`src/rtl/uart_frame_assembler.sv`:
```
// Packs a UART byte stream into FRAME_BYTES-wide frames with an optional sync header.
// A partial frame is discarded after an inter-byte timeout, and a complete frame is held for a valid/ready handshake.
module uart_frame_assembler #(
    parameter int                BYTE_W         = 8,
    parameter int                FRAME_BYTES    = 16,
    parameter int                TIMEOUT_CYCLES = 100000,
    parameter int                SYNC_EN        = 0,
    parameter logic [BYTE_W-1:0] SYNC_BYTE      = 8'hA5,
    parameter int                CNT_W          = 16,
    localparam int               IDX_W          = $clog2(FRAME_BYTES + 32'sd1)
) (
    input  logic                          clk,
    input  logic                          rst,
    input  logic                          byte_valid,
    input  logic [BYTE_W-1:0]             byte_data,
    output logic [FRAME_BYTES*BYTE_W-1:0] frame_data,
    output logic                          frame_valid,
    input  logic                          frame_ready,
    output logic [IDX_W-1:0]              byte_index,
    output logic                          timeout_err,
    output logic [CNT_W-1:0]              drop_count
);

    localparam int                IDLE_W     = (TIMEOUT_CYCLES > 32'sd1) ? $clog2(TIMEOUT_CYCLES) : 32'sd1;
    localparam bit                TIMEOUT_ON = (TIMEOUT_CYCLES > 32'sd0);
    localparam logic [IDX_W-1:0]  IDX_ZERO   = {IDX_W{1'b0}};
    localparam logic [IDX_W-1:0]  LAST_IDX   = IDX_W'(FRAME_BYTES - 32'sd1);
    localparam logic [IDLE_W-1:0] IDLE_ZERO  = {IDLE_W{1'b0}};
    localparam logic [IDLE_W-1:0] IDLE_LAST  = IDLE_W'(TIMEOUT_ON ? (TIMEOUT_CYCLES - 32'sd1) : 32'sd0);
    localparam logic [CNT_W-1:0]  CNT_MAX    = {CNT_W{1'b1}};

    typedef enum logic [1:0] {
        ST_HUNT    = 2'd0,
        ST_COLLECT = 2'd1,
        ST_HOLD    = 2'd2
    } state_t;

    localparam state_t ST_START = (SYNC_EN != 32'sd0) ? ST_HUNT : ST_COLLECT;

    state_t                          state_q,       state_d;
    logic   [IDX_W-1:0]              byte_index_q,  byte_index_d;
    logic   [FRAME_BYTES*BYTE_W-1:0] frame_data_q,  frame_data_d;
    logic                            frame_valid_q, frame_valid_d;
    logic                            timeout_err_q, timeout_err_d;
    logic   [CNT_W-1:0]              drop_count_q,  drop_count_d;
    logic   [IDLE_W-1:0]             idle_q,        idle_d;
    logic                            hunt_byte_s;
    logic                            store_byte_s;
    logic                            timeout_hit_s;

    // The idle counter hits its last value on the TIMEOUT_CYCLES-th idle cycle after a byte.
    assign timeout_hit_s = TIMEOUT_ON && (byte_index_q != IDX_ZERO) && (idle_q == IDLE_LAST);

    // Next-state, frame storage, idle timeout and drop counting.
    always_comb begin
        state_d       = state_q;
        byte_index_d  = byte_index_q;
        frame_data_d  = frame_data_q;
        frame_valid_d = frame_valid_q;
        drop_count_d  = drop_count_q;
        idle_d        = idle_q;
        timeout_err_d = 1'b0;
        hunt_byte_s   = 1'b0;
        store_byte_s  = 1'b0;

        case (state_q)
            ST_HUNT: begin
                hunt_byte_s = byte_valid;
            end
            ST_COLLECT: begin
                if (byte_valid) begin
                    store_byte_s = 1'b1;
                end else if (timeout_hit_s) begin
                    byte_index_d  = IDX_ZERO;
                    idle_d        = IDLE_ZERO;
                    timeout_err_d = 1'b1;
                    state_d       = ST_START;
                end else if (byte_index_q != IDX_ZERO) begin
                    idle_d = idle_q + 1'b1;
                end else begin
                    idle_d = IDLE_ZERO;
                end
            end
            ST_HOLD: begin
                // A byte arriving with the handshake belongs to what follows the held frame.
                if (frame_ready) begin
                    frame_valid_d = 1'b0;
                    state_d       = ST_START;
                    hunt_byte_s   = byte_valid && (SYNC_EN != 32'sd0);
                    store_byte_s  = byte_valid && (SYNC_EN == 32'sd0);
                end else if (byte_valid && (drop_count_q != CNT_MAX)) begin
                    drop_count_d = drop_count_q + 1'b1;
                end else begin
                    drop_count_d = drop_count_q;
                end
            end
            default: begin
                state_d       = ST_START;
                byte_index_d  = IDX_ZERO;
                frame_valid_d = 1'b0;
            end
        endcase

        if (hunt_byte_s && (byte_data == SYNC_BYTE)) begin
            state_d      = ST_COLLECT;
            byte_index_d = IDX_ZERO;
            idle_d       = IDLE_ZERO;
        end else if (store_byte_s) begin
            frame_data_d[byte_index_q*BYTE_W +: BYTE_W] = byte_data;
            idle_d = IDLE_ZERO;
            if (byte_index_q == LAST_IDX) begin
                byte_index_d  = IDX_ZERO;
                frame_valid_d = 1'b1;
                state_d       = ST_HOLD;
            end else begin
                byte_index_d  = byte_index_q + 1'b1;
                state_d       = ST_COLLECT;
            end
        end else begin
            state_d = state_d;
        end
    end

    // State and output registers; rst clears everything on the following edge.
    always_ff @(posedge clk) begin
        if (rst) begin
            state_q       <= ST_START;
            byte_index_q  <= IDX_ZERO;
            frame_data_q  <= {(FRAME_BYTES*BYTE_W){1'b0}};
            frame_valid_q <= 1'b0;
            timeout_err_q <= 1'b0;
            drop_count_q  <= {CNT_W{1'b0}};
            idle_q        <= IDLE_ZERO;
        end else begin
            state_q       <= state_d;
            byte_index_q  <= byte_index_d;
            frame_data_q  <= frame_data_d;
            frame_valid_q <= frame_valid_d;
            timeout_err_q <= timeout_err_d;
            drop_count_q  <= drop_count_d;
            idle_q        <= idle_d;
        end
    end

    assign frame_data  = frame_data_q;
    assign frame_valid = frame_valid_q;
    assign byte_index  = byte_index_q;
    assign timeout_err = timeout_err_q;
    assign drop_count  = drop_count_q;

endmodule

```
`config.mk`:
```
export PLATFORM = sky130hd
export DESIGN_NAME = uart_frame_assembler
export DESIGN_NICKNAME = d
export VERILOG_FILES = /design/src/rtl/uart_frame_assembler.sv
export SDC_FILE = /design/constraint.sdc
export NUM_CORES = 1
export LEC_CHECK = 0
export CORE_UTILIZATION = 35
export CTS_CLUSTER_DIAMETER = 40
export DETAILED_ROUTE_END_ITERATION = 10
export HOLD_SLACK_MARGIN = 0.1
export SLEW_MARGIN = 20
export SYNTH_ARGS = -nofsm -noshare
export SYNTH_HDL_FRONTEND = slang
export SYNTH_SLANG_ARGS = --single-unit
```
`constraint.sdc`:
```
create_clock -name clk -period 3.6 [get_ports clk]
set_clock_uncertainty 0.2 [all_clocks]
set_input_delay 0.72 -clock clk [delete_from_list [all_inputs] [get_ports clk]]
set_output_delay 0.72 -clock clk [all_outputs]
set_load 0.005 [all_outputs]
```
# ---- Word level (Yosys, flattened, before mapping)
# Index checks and enable logic that the tools add are counted.
dict set report classes {
  add_sub_neg 4
  n_eq_ne 11
  shifts 2
  muxes 24
  bitwise_logic 4
  n_reduce_logical 15
}
# operator count
set ops {}
lappend ops {{128-bit bitwise mux} 1}
lappend ops {{8-bit by 34-bit variable shift with 128-bit output, first input constant} 1}
lappend ops {{8-bit by 34-bit indexed part select with 128-bit output} 1}
lappend ops {{17-bit 2-to-1 mux} 2}
lappend ops {{8-bit negation with 34-bit output} 1}
lappend ops {{5-bit 2-to-1 mux} 4}
lappend ops {{17-bit by 1-bit adder with 17-bit output, second input constant} 1}
lappend ops {{17-bit equality test, second input constant} 1}
lappend ops {{16-bit by 1-bit adder with 16-bit output, second input constant} 1}
lappend ops {{16-bit inequality test, second input constant} 1}
lappend ops {{2-bit 2-to-1 mux} 5}
lappend ops {{5-bit one-hot mux with 2 select lines} 1}
lappend ops {{3-bit inequality test, second input constant} 3}
lappend ops {{8-bit equality test, second input constant} 1}
lappend ops {{1-bit 2-to-1 mux} 8}
lappend ops {{2-bit one-hot mux with 3 select lines} 1}
lappend ops {{3-bit AND reduction} 2}
lappend ops {{2-bit OR reduction} 3}
lappend ops {{3-bit OR reduction} 2}
lappend ops {{5-bit by 1-bit adder with 5-bit output, second input constant} 1}
lappend ops {{5-bit by 4-bit equality test with 1-bit output, second input constant} 1}
lappend ops {{5-bit nonzero test} 1}
lappend ops {{1-bit NOT} 4}
lappend ops {{1-bit one-hot mux with 2 select lines} 2}
lappend ops {{other kinds (8)} 11}
dict set report word_totals {
  ff_bits 170
  inputBits 12
}

# ---- Logic depth before layout (Yosys ltp)
dict set report logic_depth {
  word_depth 6
  ltp_mapped 12
}

# ---- Least setup slack after synthesis
# No wires, ideal clock.
dict set report synth_timing {
  path_type {register to register}
  from {reg byte_index_q[0] (netlist: byte_index[0])}
  to {reg idle_q[10]}
  setup_ps 138
  arrival_ps 2741
  setup_slack_ps 521
  path_stages_with_launch 13
  n_path_buf 3
  cell_sequence {dfxtp_1 -> buf_2 -> inv_1 -> ha_1 -> nor3b_1 -> ha_1 -> clkbuf_1 -> nor4b_1 -> nand4b_1 -> o21ba_2 -> clkbuf_1 -> o21bai_1 -> nor2_1}
}
dict set report synth_via {
  elab_chain_cells 3
}
# item line_no
set synth_lines {}
lappend synth_lines {{start: declaration} 41} ;# logic [IDX_W-1:0] byte_index_q, byte_index_d;
lappend synth_lines {{start signal: assignment} 136} ;# byte_index_q <= byte_index_d;
lappend synth_lines {{5-bit nonzero test (*)} {52, 78}}
lappend synth_lines {{17-bit 2-to-1 mux or 1-bit logical AND (tied branches)} {78, 52}}
lappend synth_lines {{17-bit 2-to-1 mux (*)} 73} ;# end else if (timeout_hit_s) begin
lappend synth_lines {{end signal: assignment} 141} ;# idle_q <= idle_d;
lappend synth_lines {{end: declaration} 46} ;# logic [IDLE_W-1:0] idle_q, idle_d;
# Mark *: on every way between the ends. The rest lies on a longest branch, timed or not.
# A chain may end at the register's enable or synchronous reset.

# ---- Final worst setup path
dict set report layout_timing {
  from {reg byte_index_q[0] (netlist: byte_index[0])}
  to {reg frame_data_q[120] (netlist: frame_data[120])}
}
dict set report layout_via {
  elab_chain_cells 3
}
# item line_no
set layout_lines {}
lappend layout_lines {{8-bit negation with 34-bit output (*)} 109} ;# frame_data_d[byte_index_q*BYTE_W +: BYTE_W] = byte_data;
lappend layout_lines {{8-bit by 34-bit indexed part select with 128-bit output or 8-bit by 34-bit variable shift with 128-bit output (tied branches)} 109}
lappend layout_lines {{128-bit bitwise mux (*)} 109}
lappend layout_lines {{end signal: assignment} 129} ;# frame_data_q <= {(FRAME_BYTES*BYTE_W){1'b0}};
lappend layout_lines {{end signal: assignment} 137} ;# frame_data_q <= frame_data_d;
lappend layout_lines {{end: declaration} 42} ;# logic [FRAME_BYTES*BYTE_W-1:0] frame_data_q, frame_data_d;
# Marks and branches as above.

==> results.txt <==
number of global-route vias before repair - 5906
share of cells above drive strength 1 - 8.08%
Req. time, crit path - 3.76 ns
CP endpoint kind - register
fraction of registers with async set/reset - 0%
Final GP Congestion - 0.800
Cells after Synth - 820
minimum clock period after layout - 3.09 ns
row count - 52
ANT cells - 0
Rel. slew slack - 49.1%
CTS sink cnt - 170
clk slew on worst S/H paths - 0.07 ns
Critical Path, Cell by Cell - inv_1, ha_1, nor3b_1, ha_1, or3b_2, nand2b_1, nor3_4, mux2i_1
ANT nets after route - 0
Final TNS setup - 0 ns
Worst Path Arrival - 3.24 ns
worst-skew pair later-pin latency - 0.43 ns
Layout Cells excl Fill - 1260
RSZ-0062 raised after global routing - no
xor and xnor area share after synthesis - 2.84%
PwrDens - 396 mW/mm^2
Synth Area in Simple Gates - 25.7%
Hold Buf Count CTS - 0
post-DP HPWL - 14700 um
Crit-path slowest cell - nor3_4
Port Buf Inserts - 162
cell total after placement - 1228
Most Frequent Cell on Critical Path - ha_1
CP top delay family - simple AND/OR/NAND/NOR gates
#FFs+latches synth - 170
Post-synth EDFFs - 0
Mapped Area - 0.00739 mm^2
CTS Root Cell - clkbuf_16
Comb power frac - 5.8%
Initial DRC Count - 306
FF-to-FF setup slack - 0.51 ns
VDD IR-drop max - 306 uV
Final period util - 85.8%
Area Overhead vs Synth - 34.0%
drt total wl - 20900 um
outcome - finished clean
multiplexer share of the synthesized area - 12.0%
Yosys cell types - 66
fmax - 324 MHz
Clock power frac - 46.1%
Reg power frac - 48.1%
final setup fails - 0
largest family of logic cells by synthesized area - simple AND/OR/NAND/NOR gates
crit-path max cell delay - 0.53 ns
Psw - 1.04 mW
routed len/inst - 16.6 um
Synth Area in Compound Gates - 7.97%
slew at the pin closest to its max-slew limit - 0.757 ns
Worst setup SP type - register
H-Tree Depth - 4
core area - 0.0205 mm^2
endpoints failing hold - 0
maxcap violations - 0
first-pass GRT wire length - 33300 um
Synth Area in Adders - 1.52%
WP buf/inv - 1
Worst path depth - 8
grt ovf - 0
initial antenna violation count - 0
num ports - 163
Die ar. - 0.0217 mm^2
final net count - 998
vias per cell - 5.03
Hold Crit Class - register to register
Tot GR Track Use - 19.5%
post-CTS setup buffer count - 0
die span in y - 147 um
path depth of the worst reg2reg path - 8
via count - 6336
CTS tree - done
maximum clock path buffer count - 2
largest net degree at the start of global routing - 61
chip width - 147 um
DRC Markers - 0
Int Pwr - 2.89 mW
final slew viol count - 0
cell depth of the worst hold path - 2
Mean Syn Cell Area - 9.02 um^2
initial core utilization - 36.1%
syn_nets - 841
Primary FF master, synth - dfxtp_1
Static Leak - 3.44 nW
crit-path max FO - 11
critical path class - register to register
switching share of power - 26.4%
post-synthesis sequential area ratio - 46.0%
WHS - 0.258 ns
YS warnings - 0
Tot Pwr - 3.92 mW
Pre-antenna DRT Iters - 5
CTS buffer count - 17
CTS-repair resized insts - 0
-- worst min-delay path, cell delays in order, from the launching register on --
cell and delay, ns:
dfxtp_1 0.31, nand2_1 0.05, a21oi_1 0.05
-- power by group through the flow --
stage / Clock [mW] / Combinational (mW) / Sequential, mW
2_1_floorplan: 0 / 0.144 / 1.93
3_3_place_gp: 0 / 0.229 / 1.93
3_5_place_dp: 0 / 0.229 / 1.93
4_1_cts: 1.84 / 0.230 / 1.89
5_1_grt: 1.94 / 0.249 / 1.89
6_report: 1.81 / 0.228 / 1.89
-- registers in the layout, summed over array words and instances, names as in the netlist --
signal	count
frame_valid	1
byte_index	5
state_q	2
timeout_err	1
frame_data	128
idle_q	17
drop_count	16
-- layer usage --
layer	vias up	share of wire (%)	GRT usage, %
met4	0	0.92	4.64
met2	150	46	29.9
met3	13	4.7	4.13
met1	2983	49	27.7
met5	-	0	0
li1	3190	-	-
-- kinds of logic after synthesis --
kind of cell    count (synthesis)
compound gates                 96
fa+ha+maj                       9
mux                            89
flops                         170
xor+xnor                       24
simple gates                  369
buf+inv                        63
-- synth_stat cells, types with 4 or more instances --
library cell / count / area share (%)
or3_1: 4 / 0.34
nor3_4: 5 / 1.1
xor2_1: 11 / 1.3
xnor2_1: 13 / 1.5
nand2_1: 153 / 7.8
inv_1: 10 / 0.51
nand4_1: 13 / 1.1
and4_1: 8 / 0.95
and3_1: 9 / 0.76
dfxtp_1: 170 / 46
nor4b_1: 5 / 0.59
or4_1: 4 / 0.41
and2_1: 4 / 0.34
mux2i_1: 89 / 12
o21ai_0: 37 / 2.5
nand4b_1: 4 / 0.47
nand3_1: 61 / 4.1
nor4_1: 4 / 0.34
nor2_1: 51 / 2.6
clkbuf_1: 29 / 1.5
a31oi_1: 5 / 0.42
ha_1: 9 / 1.5
nand2b_1: 5 / 0.42
buf_2: 18 / 1.2
nor3_1: 9 / 0.61
a21oi_1: 25 / 1.7
nor3b_1: 8 / 0.81
-- final cells by class --
class / count / area [um^2]
clock buffer: 18 / 429
clock inverter: 14 / 145
inverter: 11 / 42.5
timing repair buffer: 190 / 1830
fill: 2006 / 10600
multi-input combinational: 587 / 3720
sequential: 170 / 3400
tap: 270 / 338
-- cell usage in the layout (no fill, tap or decap), drive strengths merged, types with 3 or more instances in the layout --
cell and instances:
a211oi 3, a21oi 25, a31oi 5, and2 4, and3 9, and4 8, buf 28, clkbuf 18
clkdlybuf4s50 162, clkinv 4, dfxtp 170, ha 9, inv 19, mux2i 89, nand2 155, nand2b 6
nand3 62, nand4 14, nand4b 4, nor2 51, nor2b 3, nor3 14, nor3b 9, nor4 5
nor4b 6, o211ai 3, o21ai 37, o31ai 3, or3 4, or4 5, xnor2 13, xor2 11
-- stage by stage --
| stage | util [%] | instance area, um^2 | setup slack, ns |
|---|---|---|---|
| floorplan | - | 7390 | 0.521 |
| global placement | 45.5 | 9330 | 0.381 |
| detailed placement | 45.5 | 9330 | 0.344 |
| CTS | 48.3 | 9910 | 0.521 |
| global route | 48.3 | 9910 | 0.348 |
| finish | 48.3 | 9910 | 0.513 |
-- final timing paths --
check / start / end
setup / recovery: byte_index[0] / frame_data[120]
hold / removal: frame_data[0] / frame_data[0]
setup reg to reg: byte_index[0] / frame_data[120]
hold reg to reg: frame_data[0] / frame_data[0]
Power figures use the tool's default switching activity.
==> patch 1: new RTL, config.mk and constraints unchanged <==
The 3 states of `state_t` get a one-hot encoding in 3 bits.
--- a/src/rtl/uart_frame_assembler.sv
+++ b/src/rtl/uart_frame_assembler.sv
@@ -29,10 +29,10 @@
     localparam logic [IDLE_W-1:0] IDLE_LAST  = IDLE_W'(TIMEOUT_ON ? (TIMEOUT_CYCLES - 32'sd1) : 32'sd0);
     localparam logic [CNT_W-1:0]  CNT_MAX    = {CNT_W{1'b1}};
 
-    typedef enum logic [1:0] {
-        ST_HUNT    = 2'd0,
-        ST_COLLECT = 2'd1,
-        ST_HOLD    = 2'd2
+    typedef enum logic [2:0] {
+        ST_HUNT    = 3'b001,
+        ST_COLLECT = 3'b010,
+        ST_HOLD    = 3'b100
     } state_t;
 
     localparam state_t ST_START = (SYNC_EN != 32'sd0) ? ST_HUNT : ST_COLLECT;
Check against the original RTL: no difference found for any inputs over 4 cycles, from zero or initial values and one cycle with rst high; so few cycles prove little.
==> patch 1 against the unedited design <==
Worst setup slack got worse by 0.059 ns. Sequential cell count unchanged. Routed wire length decreased by 1.3%. Cell area decreased by 2.1%. Total power increased by 1.6%. Area after synthesis decreased by 2.5%. Clock power about the same.
==> patch 1: results (changes against the unedited design) <==
INFO  metric netlist-cell-type-count = 62 (-6.1%)
INFO  metric rr_worst_depth = 10 (+2)
INFO  metric post-route-min-period = 3.15 ns (+0.0592 ns)
INFO  metric tightest_slew = 0.757 ns (-0.000455 ns)
INFO  metric grt_pass1_wl = 32900 um (-1.1%)
INFO  metric crit_path_top_delay_cell = dfxtp_1
INFO  metric top_post_synthesis_cells_by_area = dfxtp_1, mux2i_1, nand2_1
INFO  metric synth.yosys.seq_area_share = 0.472 (+0.0117)
INFO  metric post_route_cells_drive_above_1_share = 0.0863 (+0.00547)
INFO  metric route.vias.total = 6236 (-1.6%)
INFO  metric portion_of_total_power_attributed_to_combinational_logic = 0.070 (+0.012)
INFO  metric max_stage_delay = 0.52 ns
INFO  metric detailedPlace.worstSlack = 0.435 ns (+0.0907 ns)
INFO  metric cts.reportedPaths.clkPinSlew = 0.07 ns (about the same)
INFO  metric diodes = 0 (unchanged)
INFO  metric post-route-cell-area = 9700 sq um (-2.1%)
INFO  metric power.internal = 2.96 mW (+2.7%)
INFO  metric status = complete, no violations
INFO  metric syn-num-nets = 808 (-3.9%)
INFO  metric critical_path_peak_fanout = 10 (-1)
INFO  metric routed_wire_length_per_instance = 16.7 um (+0.94%)
INFO  metric timing.hold.worst.start = frame_data[69]
INFO  metric postCtsResizedCells = 0 (unchanged)
INFO  metric grt_pass1_vias = 5954 (+0.81%)
INFO  metric layout.nets = 968 (-3.0%)
INFO  metric synth.cells.most_frequent = dfxtp_1, nand2_1, mux2i_1, nor2_1, nand3_1
INFO  metric postCtsSetupBuffers = 0 (unchanged)
INFO  metric worst_r2r_endpoint = frame_data[50]
INFO  metric timing_max_transition_violations_final = 0 (unchanged)
INFO  metric worst_ep_arrival_time = 3.25 ns (about the same)
INFO  metric globalplace.congestion = 0.806 (+0.78%)
INFO  metric dpl-instance-area = 9130 sq um (-2.2%)
INFO  metric post_synth_inst_count = 789 (-3.8%)
INFO  metric cp-startpoint = byte_index[1]
INFO  metric finalNonFillerCells = 1232 (-2.2%)
INFO  metric timing.reg2reg.setup_slack = 0.45 ns (-0.06 ns)
INFO  metric hpwl = 14400 um (-2.1%)
INFO  metric grt_max_degree = 66 (+8.2%)
INFO  metric power.static_leakage = 3.88 nW (+13%)
INFO  metric numCtsBuffers = 17 (unchanged)
INFO  metric drt_iter0_drc = 336 (+9.8%)
INFO  metric firstDrtPassIters = 5 (unchanged)
INFO  metric grt_util_all_layers = 0.198 (+0.00283)
INFO  metric cts.htree.levels = 4 (unchanged)
INFO  metric ctsRootBufferMaster = clkbuf_16
INFO  metric total_power = 3.99 mW (+1.6%)
INFO  metric irDropWorstVdd = 0.000335 V (+9.7%)
INFO  metric clk-insertion-delay-late = 0.44 ns
==> patch 1: cell types whose count changed after synthesis, moves of 12 or more <==
| cell | before | now |
|---|---|---|
| buf_2 | 18 | 6 |
| nand2_1 | 153 | 127 |
| nand3_1 | 61 | 43 |
| nor2_1 | 51 | 76 |
| o21ai_0 | 37 | 15 |
==> patch 1: critical path: cells and delay by family (launching register included) <==
family | cells | cell delay (ns)
and+or+nand+nor | 6 | 1.35
muxes | 1 | 0.28
buffers and inverters | 1 | 0.08
DFF | 1 | 0.52
adders and majority gates | 2 | 0.56
==> patch 1: kinds of logic (layout without fill, tap and decap cells) <==
kind of cell	after synthesis	after routing	share of synthesized area
AND/OR/NAND/NOR	352	352	0.243
flip-flops	170	170	0.472
multiplexers	99	99	0.138
AO/OA/AOI/OAI	84	84	0.0724
buffers and inverters	56	229	0.0368
XOR/XNOR	21	21	0.0255
adder cells (fa/ha/maj)	7	7	0.0121
==> patch 1: layout make-up <==
cell class / count / area (sq um)
Fill cell: 1951 / 10500
Multi-Input combinational cell: 563 / 3540
Sequential cell: 170 / 3400
Timing Repair Buffer: 187 / 1800
Clock buffer: 19 / 443
Tap cell: 270 / 338
Clock inverter: 13 / 131
Inverter: 10 / 37.5
==> patch 1: metal layers <==
metal	vias to the layer above	global-route usage	wire length, um
met2	183	0.300	8880
met4	0	0.0589	331
met3	28	0.0759	1710
met5	-	0	0
met1	2945	0.260	9670
li1	3080	-	-
==> patch 1: worst min path at each step <==
stage / slack (ns) / end
finish: 0.25 / frame_data[69]
global route: 0.27 / frame_data[98]
CTS: 0.25 / frame_data[69]
detailed placement: 0.24 / frame_data[69]
global placement: 0.24 / frame_data[32]
floorplan: 0.25 / frame_data[100]
==> patch 2: new RTL, same settings <==
Without the edit above. Change the parameter `SYNC_EN` from 0 to 1.
--- a/src/rtl/uart_frame_assembler.sv
+++ b/src/rtl/uart_frame_assembler.sv
@@ -4,7 +4,7 @@
     parameter int                BYTE_W         = 8,
     parameter int                FRAME_BYTES    = 16,
     parameter int                TIMEOUT_CYCLES = 100000,
-    parameter int                SYNC_EN        = 0,
+    parameter int                SYNC_EN        = 1,
     parameter logic [BYTE_W-1:0] SYNC_BYTE      = 8'hA5,
     parameter int                CNT_W          = 16,
     localparam int               IDX_W          = $clog2(FRAME_BYTES + 32'sd1)
Check against the original RTL: not equivalent (Yosys sat finds a counterexample within 4 cycles, from zero or initial values and one cycle with rst high).
==> patch 2 against the unedited design <==
Cell area up 1.8%. Core utilization decreased by 0.52 points. Worst setup slack lost 0.12 ns. Routed wire length rose by 12%. Sequential cell count unchanged. Cell count up 0.40%. Via count is 9.3% higher. Area after synthesis is 2.1% higher. Synthesized cell count is 1.7% higher. Largest cell class unchanged.
Power is not compared: it rests on default switching activity, and its combinational part moved more than twofold at a synthesized area within 25%.
==> patch 2: results (changes against the unedited design) <==
INFO  metric seq_power_share = 0.495
INFO  metric routed-wl-met2 = 10600 um (+12%)
INFO  metric met3_usage = 0.0367 (-0.00461)
INFO  metric grt_pass1_wl = 36100 um (+8.6%)
INFO  metric synth.cells.most_frequent = dfxtp_1, nand2_1, mux2i_1, clkbuf_1, o21ai_0
INFO  metric post-route-min-period = 3.20 ns (+0.115 ns)
INFO  metric async_flop_share = 0 (unchanged)
INFO  metric dr_drc_count = 0 (unchanged)
INFO  metric p_comb = 96.6 uW
INFO  metric route.vias.total = 6928 (+9.3%)
INFO  metric detail_route.wirelength.met1 = 11400 um (+11%)
INFO  metric layout.nets = 995 (-0.30%)
INFO  metric min_delay_worst_endpoint = frame_data[80]
INFO  metric grt_max_degree = 77 (+26%)
INFO  metric hold-worst-slack = 0.257 ns (-0.000595 ns)
INFO  metric worst_r2r_endpoint = frame_data[49]
INFO  metric critical_path_peak_fanout = 25 (+14)
INFO  metric grt_util_met2 = 0.320 (+0.0210)
INFO  metric drt_iter0_drc = 475 (+55%)
INFO  metric clk-insertion-delay-late = 0.43 ns (about the same)
INFO  metric topRoutingLayerUsed = met4
INFO  metric post_route_cells_drive_above_1_share = 0.110 (+0.0293)
INFO  metric crit_path_top_delay_cell = or4_1
INFO  metric min_path_type = reg2reg
INFO  metric dpl-instance-area = 9500 sq um (+1.9%)
INFO  metric detailroute.wirelength.met3 = 1040 um (+6.5%)
INFO  metric cts.reportedPaths.clkPinSlew = 0.06 ns
INFO  metric netlist-cell-type-count = 65 (-1.5%)
INFO  metric synth.yosys.seq_area_share = 0.451 (-0.00931)
INFO  metric syn-num-nets = 851 (+1.2%)
INFO  metric timing.hold.worst.start = frame_data[80]
INFO  metric rr_worst_depth = 10 (+2)
INFO  metric worst_ep_arrival_time = 3.30 ns (+0.06 ns)
INFO  metric post_synth_inst_count = 834 (+1.7%)
INFO  metric detailedPlace.worstSlack = 0.369 ns (+0.0244 ns)
INFO  metric status = complete, no violations
INFO  metric grt_util_all_layers = 0.209 (+0.0138)
INFO  metric detail_route.wirelength = 23300 um (+12%)
INFO  metric numCtsBuffers = 17 (unchanged)
INFO  metric numPlacedInstances = 1234 (+0.49%)
INFO  metric hold-path-cell-count = 2 (unchanged)
INFO  metric globalplace.congestion = 0.856 (+7.0%)
INFO  metric max_stage_delay = 0.50 ns (-0.03 ns)
INFO  metric routed_via_density = 5.48 (+8.9%)
INFO  metric tightest_slew = 1.06 ns (+0.301 ns)
INFO  metric cp_top_family = simple AND/OR/NAND/NOR gates
INFO  metric timing.reg2reg.setup_slack = 0.40 ns (-0.12 ns)
INFO  metric top_post_synthesis_cells_by_area = dfxtp_1, mux2i_1, nand2_1
INFO  metric crit_path_end = frame_data[49]
INFO  metric global_route.usage.met1 = 0.298 (+0.0203)
INFO  metric largest_register_ff_count = 128 (unchanged)
INFO  metric grt_pass1_vias = 6381 (+8.0%)
INFO  metric hpwl = 16400 um (+12%)
INFO  metric timing_max_transition_violations_final = 0 (unchanged)
[patch 2: changes by cell type after synthesis, sizes merged, moves of 11 or more]
cell    delta
a21oi     +11
a31o      +24
clkbuf    +26
mux2i     -24
nand2     -33
nand3     -25
nand4     +16
nor2      -34
nor4      +36
xnor2     -11
[patch 2: kinds of logic after synthesis]
kind of cell	count (synthesis)	synth area share
adder cells (fa/ha/maj)	5	0.00829
flip-flops	170	0.451
AND/OR/NAND/NOR	328	0.239
XOR/XNOR	5	0.00580
multiplexers	72	0.0967
buffers and inverters	83	0.0438
AO/OA/AOI/OAI	171	0.155
[patch 2: layout make-up]
cell class / instances / area [sq um]
flip-flops and latches: 170 / 3400
clock inverters: 8 / 111
well taps: 275 / 344
inverters: 12 / 46.3
fillers: 2027 / 11000
multi-input cells: 581 / 3830
clock buffers: 23 / 468
repair buffers: 196 / 1880
